===== src/rtl/pc_stall_scheduler.sv =====
`default_nettype none
// ============================================================================
// Module      : pc_stall_scheduler
// Description : Single owner of the program-counter enable. Serialises stall
//               requests from several pipeline requesters with round-robin
//               arbitration and holds pcEn low for the requested cycle count.
//               Supports back-to-back (chained) stalls and a flush abort.
// Revision    : 1.0 - initial release
// ============================================================================
module pc_stall_scheduler #(
    parameter int NUM_REQ = 4,
    parameter int DELAY_W = 3
) (
    input  logic                         clk,
    input  logic                         rstN,
    input  logic [NUM_REQ-1:0]           reqValid,
    input  logic [NUM_REQ*DELAY_W-1:0]   reqDelay,
    input  logic                         flush,
    output logic [NUM_REQ-1:0]           reqAck,
    output logic [NUM_REQ-1:0]           reqDone,
    output logic                         pcEn,
    output logic                         busy,
    output logic [$clog2(NUM_REQ)-1:0]   grantId
);

    localparam int ID_W = $clog2(NUM_REQ);

    localparam logic [0:0] c_IDLE  = 1'b0;
    localparam logic [0:0] c_COUNT = 1'b1;

    localparam logic [DELAY_W-1:0] c_ZERO = '0;
    localparam logic [DELAY_W-1:0] c_ONE  = DELAY_W'(1);
    localparam logic [DELAY_W-1:0] c_TWO  = DELAY_W'(2);
    localparam logic [ID_W-1:0]    c_LAST = ID_W'(NUM_REQ - 1);
    localparam logic [NUM_REQ-1:0] c_OH0  = NUM_REQ'(1);

    logic [0:0]           r_state;
    logic [0:0]           w_nextState;
    logic [DELAY_W-1:0]   r_count;
    logic [DELAY_W-1:0]   w_nextCount;
    logic [ID_W-1:0]      r_curId;
    logic [ID_W-1:0]      w_nextCurId;
    logic [ID_W-1:0]      r_rrBase;
    logic [ID_W-1:0]      w_nextRrBase;
    logic [ID_W-1:0]      w_nextGrantId;
    logic [NUM_REQ-1:0]   w_nextAck;
    logic [NUM_REQ-1:0]   w_nextDone;
    logic                 w_nextPcEn;
    logic                 w_nextBusy;

    logic [NUM_REQ-1:0]   w_elig;
    logic [2*NUM_REQ-1:0] w_rot;
    logic                 w_anyReq;
    int                   w_winSum;
    logic [ID_W-1:0]      w_winId;
    logic [DELAY_W-1:0]   w_winDelay;
    logic [NUM_REQ-1:0]   w_winOh;
    logic [NUM_REQ-1:0]   w_curOh;
    logic                 w_grant;
    logic [DELAY_W-1:0]   w_delayArr [NUM_REQ];

    // Unpack the flat delay bus into one slice per requester
    for (genvar gi = 0; gi < NUM_REQ; gi++) begin : g_delaySlice
        assign w_delayArr[gi] = reqDelay[gi*DELAY_W +: DELAY_W];
    end

    // Round-robin pick: rotate eligible mask so the search starts at r_rrBase
    always_comb begin
        // A requester whose ack is on the bus this cycle is already served
        w_elig   = reqValid & ~reqAck;
        w_rot    = {w_elig, w_elig} >> r_rrBase;
        w_anyReq = 1'b0;
        w_winSum = 0;
        for (int k = 0; k < NUM_REQ; k++) begin
            if (!w_anyReq && w_rot[k]) begin
                w_anyReq = 1'b1;
                w_winSum = int'(r_rrBase) + k;
            end
        end
        if (w_winSum >= NUM_REQ) begin
            w_winSum = w_winSum - NUM_REQ;
        end
        w_winId    = ID_W'(w_winSum);
        w_winDelay = w_delayArr[w_winId];
        w_winOh    = c_OH0 << w_winId;
        w_curOh    = c_OH0 << r_curId;
        // Grants happen from IDLE or on the last cycle of an unflushed stall
        w_grant    = w_anyReq &&
                     ((r_state == c_IDLE) ||
                      (r_state == c_COUNT && !flush && r_count == c_ONE));
    end

    // State register and all registered outputs; reset forces pcEn high at once
    always_ff @(posedge clk or negedge rstN) begin
        if (!rstN) begin
            r_state  <= c_IDLE;
            r_count  <= c_ZERO;
            r_curId  <= '0;
            r_rrBase <= '0;
            grantId  <= '0;
            reqAck   <= '0;
            reqDone  <= '0;
            pcEn     <= 1'b1;
            busy     <= 1'b0;
        end else begin
            r_state  <= w_nextState;
            r_count  <= w_nextCount;
            r_curId  <= w_nextCurId;
            r_rrBase <= w_nextRrBase;
            grantId  <= w_nextGrantId;
            reqAck   <= w_nextAck;
            reqDone  <= w_nextDone;
            pcEn     <= w_nextPcEn;
            busy     <= w_nextBusy;
        end
    end

    // Next-state: grant loads the counter, COUNT decrements, flush aborts
    always_comb begin
        w_nextState   = r_state;
        w_nextCount   = r_count;
        w_nextCurId   = r_curId;
        w_nextRrBase  = r_rrBase;
        w_nextGrantId = grantId;

        if (r_state == c_COUNT && flush) begin
            w_nextState = c_IDLE;
            w_nextCount = c_ZERO;
        end else if (r_state == c_COUNT && r_count != c_ONE) begin
            w_nextCount = r_count - c_ONE;
        end else if (w_grant) begin
            w_nextGrantId = w_winId;
            w_nextRrBase  = (w_winId == c_LAST) ? '0 : w_winId + ID_W'(1);
            w_nextCurId   = w_winId;
            if (w_winDelay != c_ZERO) begin
                w_nextState = c_COUNT;
                w_nextCount = w_winDelay;
            end else begin
                w_nextState = c_IDLE;
                w_nextCount = c_ZERO;
            end
        end else begin
            // Last stall cycle with nobody waiting, or IDLE with no request
            w_nextState = c_IDLE;
            w_nextCount = c_ZERO;
        end
    end

    // Output next-values: ack on grant, done on the final low cycle
    always_comb begin
        w_nextAck  = w_grant ? w_winOh : '0;
        w_nextDone = '0;
        if (w_grant && w_winDelay <= c_ONE) begin
            // Zero or one cycle stalls finish in the same cycle they are acked
            w_nextDone = w_winOh;
        end else if (r_state == c_COUNT && !flush && r_count == c_TWO) begin
            w_nextDone = w_curOh;
        end
        w_nextBusy = (w_nextState == c_COUNT);
        w_nextPcEn = !w_nextBusy;
    end

endmodule
`default_nettype wire


===== config.mk =====
export PLATFORM = sky130hd
export DESIGN_NAME = pc_stall_scheduler
export DESIGN_NICKNAME = d
export VERILOG_FILES = /design/src/rtl/pc_stall_scheduler.sv
export SDC_FILE = /design/constraint.sdc
export NUM_CORES = 1
export LEC_CHECK = 0
export ABC_AREA = 1
export BUFFER_PORTS_ARGS = -buffer_cell sky130_fd_sc_hd__buf_2
export CAP_MARGIN = 10
export CELL_PAD_IN_SITES_DETAIL_PLACEMENT = 2
export CELL_PAD_IN_SITES_GLOBAL_PLACEMENT = 2
export CORE_MARGIN = 3
export CORE_UTILIZATION = 32
export CTS_CLUSTER_DIAMETER = 50
export DETAILED_ROUTE_END_ITERATION = 16
export PLACE_DENSITY = 0.91
export SYNTH_ARGS = -nofsm -noshare
export SYNTH_HDL_FRONTEND = slang
export SYNTH_SLANG_ARGS = --single-unit

===== constraint.sdc =====
create_clock -name clk -period 4.65 [get_ports clk]
set_input_delay 1.395 -clock clk [delete_from_list [all_inputs] [get_ports clk]]
set_output_delay 1.395 -clock clk [all_outputs]
set_load 0.01 [all_outputs]

==> reports/results.tsv <==
metric	value	unit
outcome	finished, final reports clean	
CTS resizes	0	
met3 routed WL	119	um
Synth Area in Compound Gates	5.24	%
grt total ovfl	0	
slack of the critical path	1.75	ns
FF-to-FF End	reqDone[3]$_DFF_PN0_	
highest routed layer	met4	
Yosys top cell by area	dfrtp_1	
crit start category	input pin	
MaxCap Viol Count	0	
Worst EP required	4.79	ns
Finished Layout Cells	240	
R2R setup slack	2.35	ns
CTS Buf Count	3	
Worst Hold Class	flop to flop	
Syn Nets	186	
Hold Fails Final Rpt	0	
Clock Path Buffers	2	
DRT Pass-1 Iters	4	
core region area	3690	um^2
clk slew on worst S/H paths	0.06	ns
initial drt markers	15	
Root Driver	clkbuf_8	
area share of fa/ha/maj cells after synthesis	7.06	%
first-pass GRT wire length	6650	um
final slew viol count	0	
I/O Buffers	30	
DRT Wirelength	4060	um
multiplexer share of the synthesized area	0	%
H-tree lvl count	1	
post-synth top area share	32.3	%
fill count	457	
Rows	22	
min Tclk post-route	2.90	ns
die height	68.3	um
wire per inst	16.9	um
dpl ws	1.49	ns
worst path cell trace	buf_2 -> nand3_1 -> nand3_1 -> nand2_1 -> inv_1 -> nor2_1 -> nand3b_1 -> nand2_2 -> nand3_1 -> nand2_2 -> nand3_2 -> nand2_1 -> nand2_1	
cell family with most CP delay	simple AND/OR/NAND/NOR gates	
hold path depth	2	
largest family of logic cells by synthesized area	simple AND/OR/NAND/NOR gates	
XOR/XNOR Fraction of Synth Area	1.41	%
Ys Warns	0	
clk_skew	0.00247	ns
LEAKAGE	0.788	nW
hold_buf cts	0	
worst hold start	r_curId[1]$_DFFE_PN0P_	
post-placement cell count	236	
Post-CTS Setup Repair Bufs	0	
vias	1220	
detailed-placement wirelength estimate	3450	um
final setup violation count	0	
Worst Hold Endpoint	r_curId[1]$_DFFE_PN0P_	
Peak Freq	0.345	GHz
number of global-route vias before repair	1375	
number of synthesized register bits	17	
initial core utilization	33.6	%
CP endpoint kind	flop	
reg-to-reg startpoint	r_rrBase[0]$_DFFE_PN0P_	
Slowest-stage cell, CP	nor2_1	
overall die width	68.3	um
library cells used by synthesis	24	
area grow syn2layout	18.7	%
PwrDens	906	nW/um^2
largest net degree at the start of global routing	18	
Post-Syn Instances	160	
Cell Area, Synth	1240	um^2
Post-route DRC	0	
ant diodes	0	
Worst slew margin	73.4	%
# clock sinks	17	
CP max FO	7	
share of post-route cells with drive strength above 1	32.3	%
Avg Cell Area, Syn	7.76	um^2
Setup TNS	0	ns
worst reg2reg path depth	13	
clk_lat worst skew	0.25	ns
initial antenna violation count	0	
Tcrit/Tclk final	62.3	%
fraction of the mapped netlist area in simple logic gates	43.2	%
Seq/Total Area, Yosys	34.4	%
net total in the final layout	219	
routed wl met2	2140	um
Synth area leaders	dfrtp_1, nand3_1, nand2_1	
post-route ant nets	0	
vias per cell	5.08	
RSZ-0062 raised after global routing	false	
IO Pins	31	
VDD IR max	306	uV
Setup CP Type	input pin to flop	
largest stage delay on the critical path	0.23	ns
CP arrival	3.04	ns
M1 WL	1720	um
Die ar.	4660	um^2
sum of buffers and inverters on the critical path	2	
total global-route track usage	19.4	%
CTS tree	done	
Worst Tran Pin Value	0.399	ns
gp weighted congestion	0.785	
## layer usage
layer | vias up | global-route usage [%]
met5 | - | 0
met4 | 0 | 7.44
met3 | 8 | 2.13
met2 | 31 | 35.6
met1 | 595 | 22.8
li1 | 586 | -
## worst reg2reg max path, delay by kind of cell (launching register included)
family	cells	cell delay [ns]
DFF	1	0.58
and+or+nand+nor	11	1.42
buffers and inverters	2	0.19
## logic make-up after synthesis
logic type,count (synthesis)
xor+xnor,2
simple gates,101
flops,17
buf+inv,24
compound gates,9
fa+ha+maj,7
## layout make-up
type	instances	area (um^2)	area share [%]
Inverter	22	85.1	5.77
Sequential cell	17	427	28.9
Tap cell	48	60.1	4.07
Clock buffer	4	45.0	3.06
Multi-Input combinational cell	119	707	48.0
Timing Repair Buffer	30	150	10.2
## power by group
group          leakage, nW  total (mW)  internal, mW  switching, mW
clock               0.0228       0.112        0.0608         0.0508
sequential           0.218       0.272         0.213         0.0594
combinational        0.548       0.951         0.294          0.658
## cell usage in the layout, fill, tap and decap left out, types with 2 or more instances in the layout
| cell type | Yosys | routed |
|---|---|---|
| dfrtp_1 | 16 | 16 |
| inv_1 | 19 | 19 |
| nor3_1 | 4 | 4 |
| nand2_1 | 32 | 32 |
| nor2_1 | 9 | 9 |
| nand4_1 | 6 | 6 |
| nand3_2 | 9 | 9 |
| nand2_4 | 2 | 2 |
| ha_1 | 7 | 7 |
| nand2_2 | 11 | 11 |
| clkbuf_8 | 0 | 3 |
| a21oi_1 | 3 | 3 |
| nand3_1 | 26 | 26 |
| buf_2 | 0 | 30 |
| inv_2 | 2 | 2 |
| o21ai_0 | 3 | 3 |
## synth_stat cells
library cell	number
nand2_1	32
nand3_1	26
inv_1	19
dfrtp_1	16
nand2_2	11
nand3_2	9
nor2_1	9
ha_1	7
nand4_1	6
nor3_1	4
a21oi_1	3
o21ai_0	3
buf_6	2
inv_2	2
nand2_4	2
a21oi_4	1
a31oi_2	1
dfstp_2	1
inv_4	1
nand3b_1	1
o22ai_1	1
or2_2	1
xnor2_1	1
xor2_1	1
## state kept, by name (all words and copies together), names as in the netlist
name / flops
pcEn: 1
reqAck: 4
r_count: 3
reqDone: 4
r_rrBase: 2
r_curId: 2
r_state: 1
## worst max path at each step
stage / from / endpoint / slack [ns] / depth (start not counted)
finish: reqValid[1] / reqDone[3]$_DFF_PN0_ / 1.75 / 13
global route: reqValid[1] / reqDone[3]$_DFF_PN0_ / 1.55 / 12
CTS: reqValid[1] / reqDone[3]$_DFF_PN0_ / 1.75 / 13
detailed placement: reqValid[1] / reqDone[3]$_DFF_PN0_ / 1.49 / 13
global placement: reqValid[3] / reqDone[0]$_DFF_PN0_ / 1.66 / 13
floorplan: reqValid[3] / r_rrBase[1]$_DFFE_PN0P_ / 2.00 / 10
## through the flow
| step | hold WS [ns] | utilization [%] | power [mW] | instance area (um^2) |
|---|---|---|---|---|
| after floorplan | 0.556 | - | 0.960 | 1240 |
| after global placement | 0.562 | 38.7 | 1.13 | 1430 |
| after detailed placement | 0.599 | 38.7 | 1.23 | 1430 |
| after CTS | 0.618 | 40.0 | 1.35 | 1470 |
| after global routing | 0.679 | 40.0 | 1.47 | 1470 |
| final | 0.614 | 40.0 | 1.33 | 1470 |
(Power assumes the default switching activity.)
